==> src/rtl/gcd_seq.sv <==
// Sequential subtractive GCD of two unsigned WIDTH-bit operands, one operation in flight.
// Latency: result valid iters+2 cycles after the accept cycle (one subtraction per CALC cycle).
// Backpressure: in_ready only in IDLE; result held in DONE until out_ready, then back to IDLE.
module gcd_seq #(
    parameter int WIDTH = 8
) (
    input  logic             clk,
    input  logic             rst_n,
    input  logic             in_valid,
    output logic             in_ready,
    input  logic [WIDTH-1:0] a,
    input  logic [WIDTH-1:0] b,
    output logic             out_valid,
    input  logic             out_ready,
    output logic [WIDTH-1:0] result,
    output logic [WIDTH-1:0] iters,
    output logic             zero_in,
    output logic             busy
);

    typedef enum logic [1:0] {
        IDLE = 2'd0,
        CALC = 2'd1,
        DONE = 2'd2
    } state_t;

    localparam logic [WIDTH-1:0] ONE = {{(WIDTH-1){1'b0}}, 1'b1};

    state_t           state;
    state_t           state_nxt;

    // Working operands; they converge towards the gcd while in CALC.
    logic [WIDTH-1:0] x;
    logic [WIDTH-1:0] y;
    logic [WIDTH-1:0] x_nxt;
    logic [WIDTH-1:0] y_nxt;

    logic [WIDTH-1:0] result_nxt;
    logic [WIDTH-1:0] iters_nxt;
    logic             zero_in_nxt;

    // Comparison of the working pair drives both the decision and the subtractor steering.
    logic             either_zero;
    logic             equal;
    logic             x_gt_y;

    // One shared subtractor: always larger minus smaller, so it can never underflow.
    logic [WIDTH-1:0] sub_big;
    logic [WIDTH-1:0] sub_small;
    logic [WIDTH-1:0] diff;

    assign either_zero = (x == '0) || (y == '0);
    assign equal       = (x == y);
    assign x_gt_y      = (x > y);

    assign sub_big     = x_gt_y ? x : y;
    assign sub_small   = x_gt_y ? y : x;
    assign diff        = sub_big - sub_small;

    // Handshake and status outputs decode straight from the state register.
    assign in_ready    = (state == IDLE);
    assign out_valid   = (state == DONE);
    assign busy        = (state == CALC);

    // Next-state and next-datapath values; every register holds unless a case below updates it.
    always_comb begin
        state_nxt   = state;
        x_nxt       = x;
        y_nxt       = y;
        result_nxt  = result;
        iters_nxt   = iters;
        zero_in_nxt = zero_in;

        case (state)
            IDLE: begin
                if (in_valid) begin
                    x_nxt       = a;
                    y_nxt       = b;
                    iters_nxt   = '0;
                    zero_in_nxt = (a == '0) && (b == '0);
                    state_nxt   = CALC;
                end
            end

            CALC: begin
                if (either_zero) begin
                    // gcd(n,0) = n; both zero yields 0, flagged separately by zero_in.
                    result_nxt = x | y;
                    state_nxt  = DONE;
                end else if (equal) begin
                    result_nxt = x;
                    state_nxt  = DONE;
                end else if (x_gt_y) begin
                    // iters cannot wrap: the worst case (all-ones, 1) stops at 2^WIDTH-2.
                    x_nxt     = diff;
                    iters_nxt = iters + ONE;
                end else begin
                    y_nxt     = diff;
                    iters_nxt = iters + ONE;
                end
            end

            DONE: begin
                // No accept in the consumption cycle: IDLE is entered first.
                if (out_ready) begin
                    state_nxt = IDLE;
                end
            end

            default: begin
                state_nxt = IDLE;
            end
        endcase
    end

    // State and datapath registers; reset aborts any operation in progress.
    always_ff @(posedge clk or negedge rst_n) begin
        if (!rst_n) begin
            state   <= IDLE;
            x       <= '0;
            y       <= '0;
            result  <= '0;
            iters   <= '0;
            zero_in <= 1'b0;
        end else begin
            state   <= state_nxt;
            x       <= x_nxt;
            y       <= y_nxt;
            result  <= result_nxt;
            iters   <= iters_nxt;
            zero_in <= zero_in_nxt;
        end
    end

endmodule

==> config.mk <==
export PLATFORM = sky130hd
export DESIGN_NAME = gcd_seq
export DESIGN_NICKNAME = d
export VERILOG_FILES = /design/src/rtl/gcd_seq.sv
export SDC_FILE = /design/constraint.sdc
export NUM_CORES = 1
export LEC_CHECK = 0
export BUFFER_PORTS_ARGS = -buffer_cell sky130_fd_sc_hd__buf_2
export CORE_AREA = 2 2 68 70
export CTS_BUF_LIST = sky130_fd_sc_hd__clkbuf_16
export CTS_CLUSTER_DIAMETER = 100
export CTS_CLUSTER_SIZE = 16
export DETAILED_ROUTE_END_ITERATION = 10
export DIE_AREA = 0 0 70 72
export PLACE_DENSITY = 0.88
export SLEW_MARGIN = 20
export SYNTH_ARGS = -nofsm -noshare
export SYNTH_HDL_FRONTEND = slang
export SYNTH_SLANG_ARGS = --single-unit
==> constraint.sdc <==
create_clock -name clk -period 7 [get_ports clk]
set_input_delay 1.05 -clock clk [delete_from_list [all_inputs] [get_ports clk]]
set_output_delay 1.05 -clock clk [all_outputs]
set_load 0.02 [all_outputs]
==> key figures <==
Placed design
  – Detailed Place HPWL: 5620 µm
  – GP Congestion: 1.02
  – PortBufs: 39

Finish
  – Share of cells above drive strength 1: 16.6%
  – Area occupied by multi-input gates: 1450 µm²
  – Most common cell after layout, fill and taps aside: buf_2
  – Syn-to-layout area delta: 15.3%
  – Register area: 876 µm²
  – ANT cells: 0
  – Fin nets: 369
  – Commonest non-fill, non-tap cells in the layout: buf_2 (39), nand2_1 (38), dfrtp_1 (35)
  – Fill cells: 374

Worst setup path
  – Critical path type: flop to flop
  – Worst Setup End Kind: flop
  – Crit start category: flop
  – Worst Path Arrival: 4070 ps
  – Worst endpoint required time: 7150 ps
  – CP Max Fanout: 12

Synth
  – Post-synth EDFFs: 0
  – Yosys cell types: 54
  – Synth Flop Type: dfrtp_1
  – Synthesized netlist cell count: 298
  – Syn nets: 336
  – Yosys top cell by area: dfrtp_1
  – Synthesized flop and latch total: 35
  – Syn Std Cell Area: 2480 µm²
  – Register area share after synthesis: 35.2%
  – Ys async rst share: 100%
  – Share of the synthesized area in the top cell type: 35.2%
  – Ranking of synthesized cells by area: dfrtp_1 (35%), ha_1 (9.1%), nand2_1 (5.7%)
  – Syn_area_per_cell: 8.34 µm²
  – Yosys warning total: 0

Global routing
  – Largest net degree at the start of global routing: 36
  – Initial antenna violation count: 0
  – GRT Total Usage: 30.1%
  – Global-route wire length before repair: 11600 µm
  – GRT Residual Overflow: 0
  – Vias in the first global route: 2290

Run
  – Max-cap violations: 0

Timing
  – Worst-Margin Slew: 1060 ps
  – RSZ-0062 raised after global routing: false
  – Endpoints failing setup: 0
  – Final slew viol count: 0
  – Slew headroom: 29.1%
  – Final Skew: 5.57 ps
  – Tcrit/Tclk final: 56.0%
  – Post-Route Setup TNS: 0 ps
  – Final Hold Viols: 0
  – Minimum clock period: 3920 ps
  – Max Clk Rate: 255 MHz

Worst hold path
  – Worst hold path class: flop to flop

Die
  – Chip Height: 72 µm
  – Die width: 70 µm
  – Site row count: 24
  – Initial Util: 58.3%
  – Core Region: 4260 µm²
  – # IOs: 40
  – DIE AREA: 5040 µm²

Drt
  – Via-per-instance ratio: 6.29
  – Drt total wl: 7270 µm
  – Number of remaining DRC errors: 0
  – Routed vias: 2416
  – 1st-pass router iterations: 5
  – Iteration-0 DRC Markers: 199
  – Wirelength per Cell: 18.9 µm
  – Final ANT Viol Nets: 0

Clock tree
  – Max Root-Sink Buffers: 2
  – Clock Sinks: 35
  – Worst-Skew Late Latency: 280 ps
  – Post-CTS Hold Buffers: 0
  – Clk Tree Root Cell: clkbuf_16
  – Max H-tree Level: 2
  – CTS tree: built
  – Number of gates resized after cts: 0
  – CTS Buf Count: 5
  – Post-CTS setup buffer count: 0
  – CTS clk-pin slew, worst paths: 60 ps

Run status
  – Status: complete, no violations
[area by class of cell]
type | instances | share of cell area [%]
multi-input cells | 225 | 50.5
flip-flops and latches | 35 | 30.6
repair buffers | 39 | 6.82
clock buffers | 5 | 4.37
inverters | 25 | 3.28
well taps | 52 | 2.27
clock inverters | 3 | 2.23
[metal layers]
metal / vias up / global-route usage (%) / part of all wire (%)
li1: 1135 / - / -
met1: 1114 / 38.4 / 40
met2: 133 / 49.8 / 48
met3: 34 / 6.25 / 8.1
met4: 0 / 13.5 / 3.9
met5: - / 0 / 0
[synthesized netlist by cell type (7+ instances only)]
library cell,number
nand2_1,38
dfrtp_1,35
nor2_1,28
o21ai_0,26
inv_1,24
ha_1,18
a21oi_1,12
nor4_1,9
nand3_1,8
xor2_1,8
clkbuf_1,7
[flip-flops by register name (all words and copies together), names as in the netlist]
register,count
zero_in,1
state,2
iters,8
y,8
x,8
result,8
[worst paths after layout]
path,cells past startpoint,slack [ps],start,endpoint
max,11,3080,x[5]$_DFFE_PN0P_,y[4]$_DFFE_PN0P_
min,2,470,result[6]$_DFFE_PN0P_,result[6]$_DFFE_PN0P_
max reg2reg,11,3080,x[5]$_DFFE_PN0P_,y[4]$_DFFE_PN0P_
min reg2reg,2,470,result[6]$_DFFE_PN0P_,result[6]$_DFFE_PN0P_
max in group asynchronous,1,5650,rst_n,x[7]$_DFFE_PN0P_
min in group asynchronous,1,850,rst_n,result[7]$_DFFE_PN0P_
[critical path: stages, from the launching register on]
cell and delay (ps):
dfrtp_1 460, inv_1 100, ha_1 400, or4_4 600
or4_1 660, o21ai_4 240, mux2i_1 310, ha_1 210
a21oi_1 70, o31ai_1 270, xor2_1 290, o21ai_0 150
[logic make-up (layout without fill, tap and decap cells)]
family / Yosys count / count (layout) / synth area share, %
multiplexers: 6 / 6 / 2.57
buffers and inverters: 38 / 72 / 6.60
AND/OR/NAND/NOR: 113 / 113 / 21.6
XOR/XNOR: 10 / 10 / 3.52
flip-flops: 35 / 35 / 35.2
adder cells (fa/ha/maj): 18 / 18 / 9.06
AO/OA/AOI/OAI: 78 / 78 / 21.4
[per-stage QoR]
stage	worst slack, ps	hold slack, ps	instance area, µm²	util [%]	instances
finish	3080	471	2860	67.2	384
global route	2850	491	2860	67.2	384
CTS	3200	478	2860	67.2	384
detailed placement	3220	466	2680	62.7	376
global placement	3360	461	2680	62.7	376
floorplan	3640	485	2480	-	298
Power is left out: the tool's default activity adds up to more than one toggle a clock period on the data nets, which glitch-free logic cannot reach.
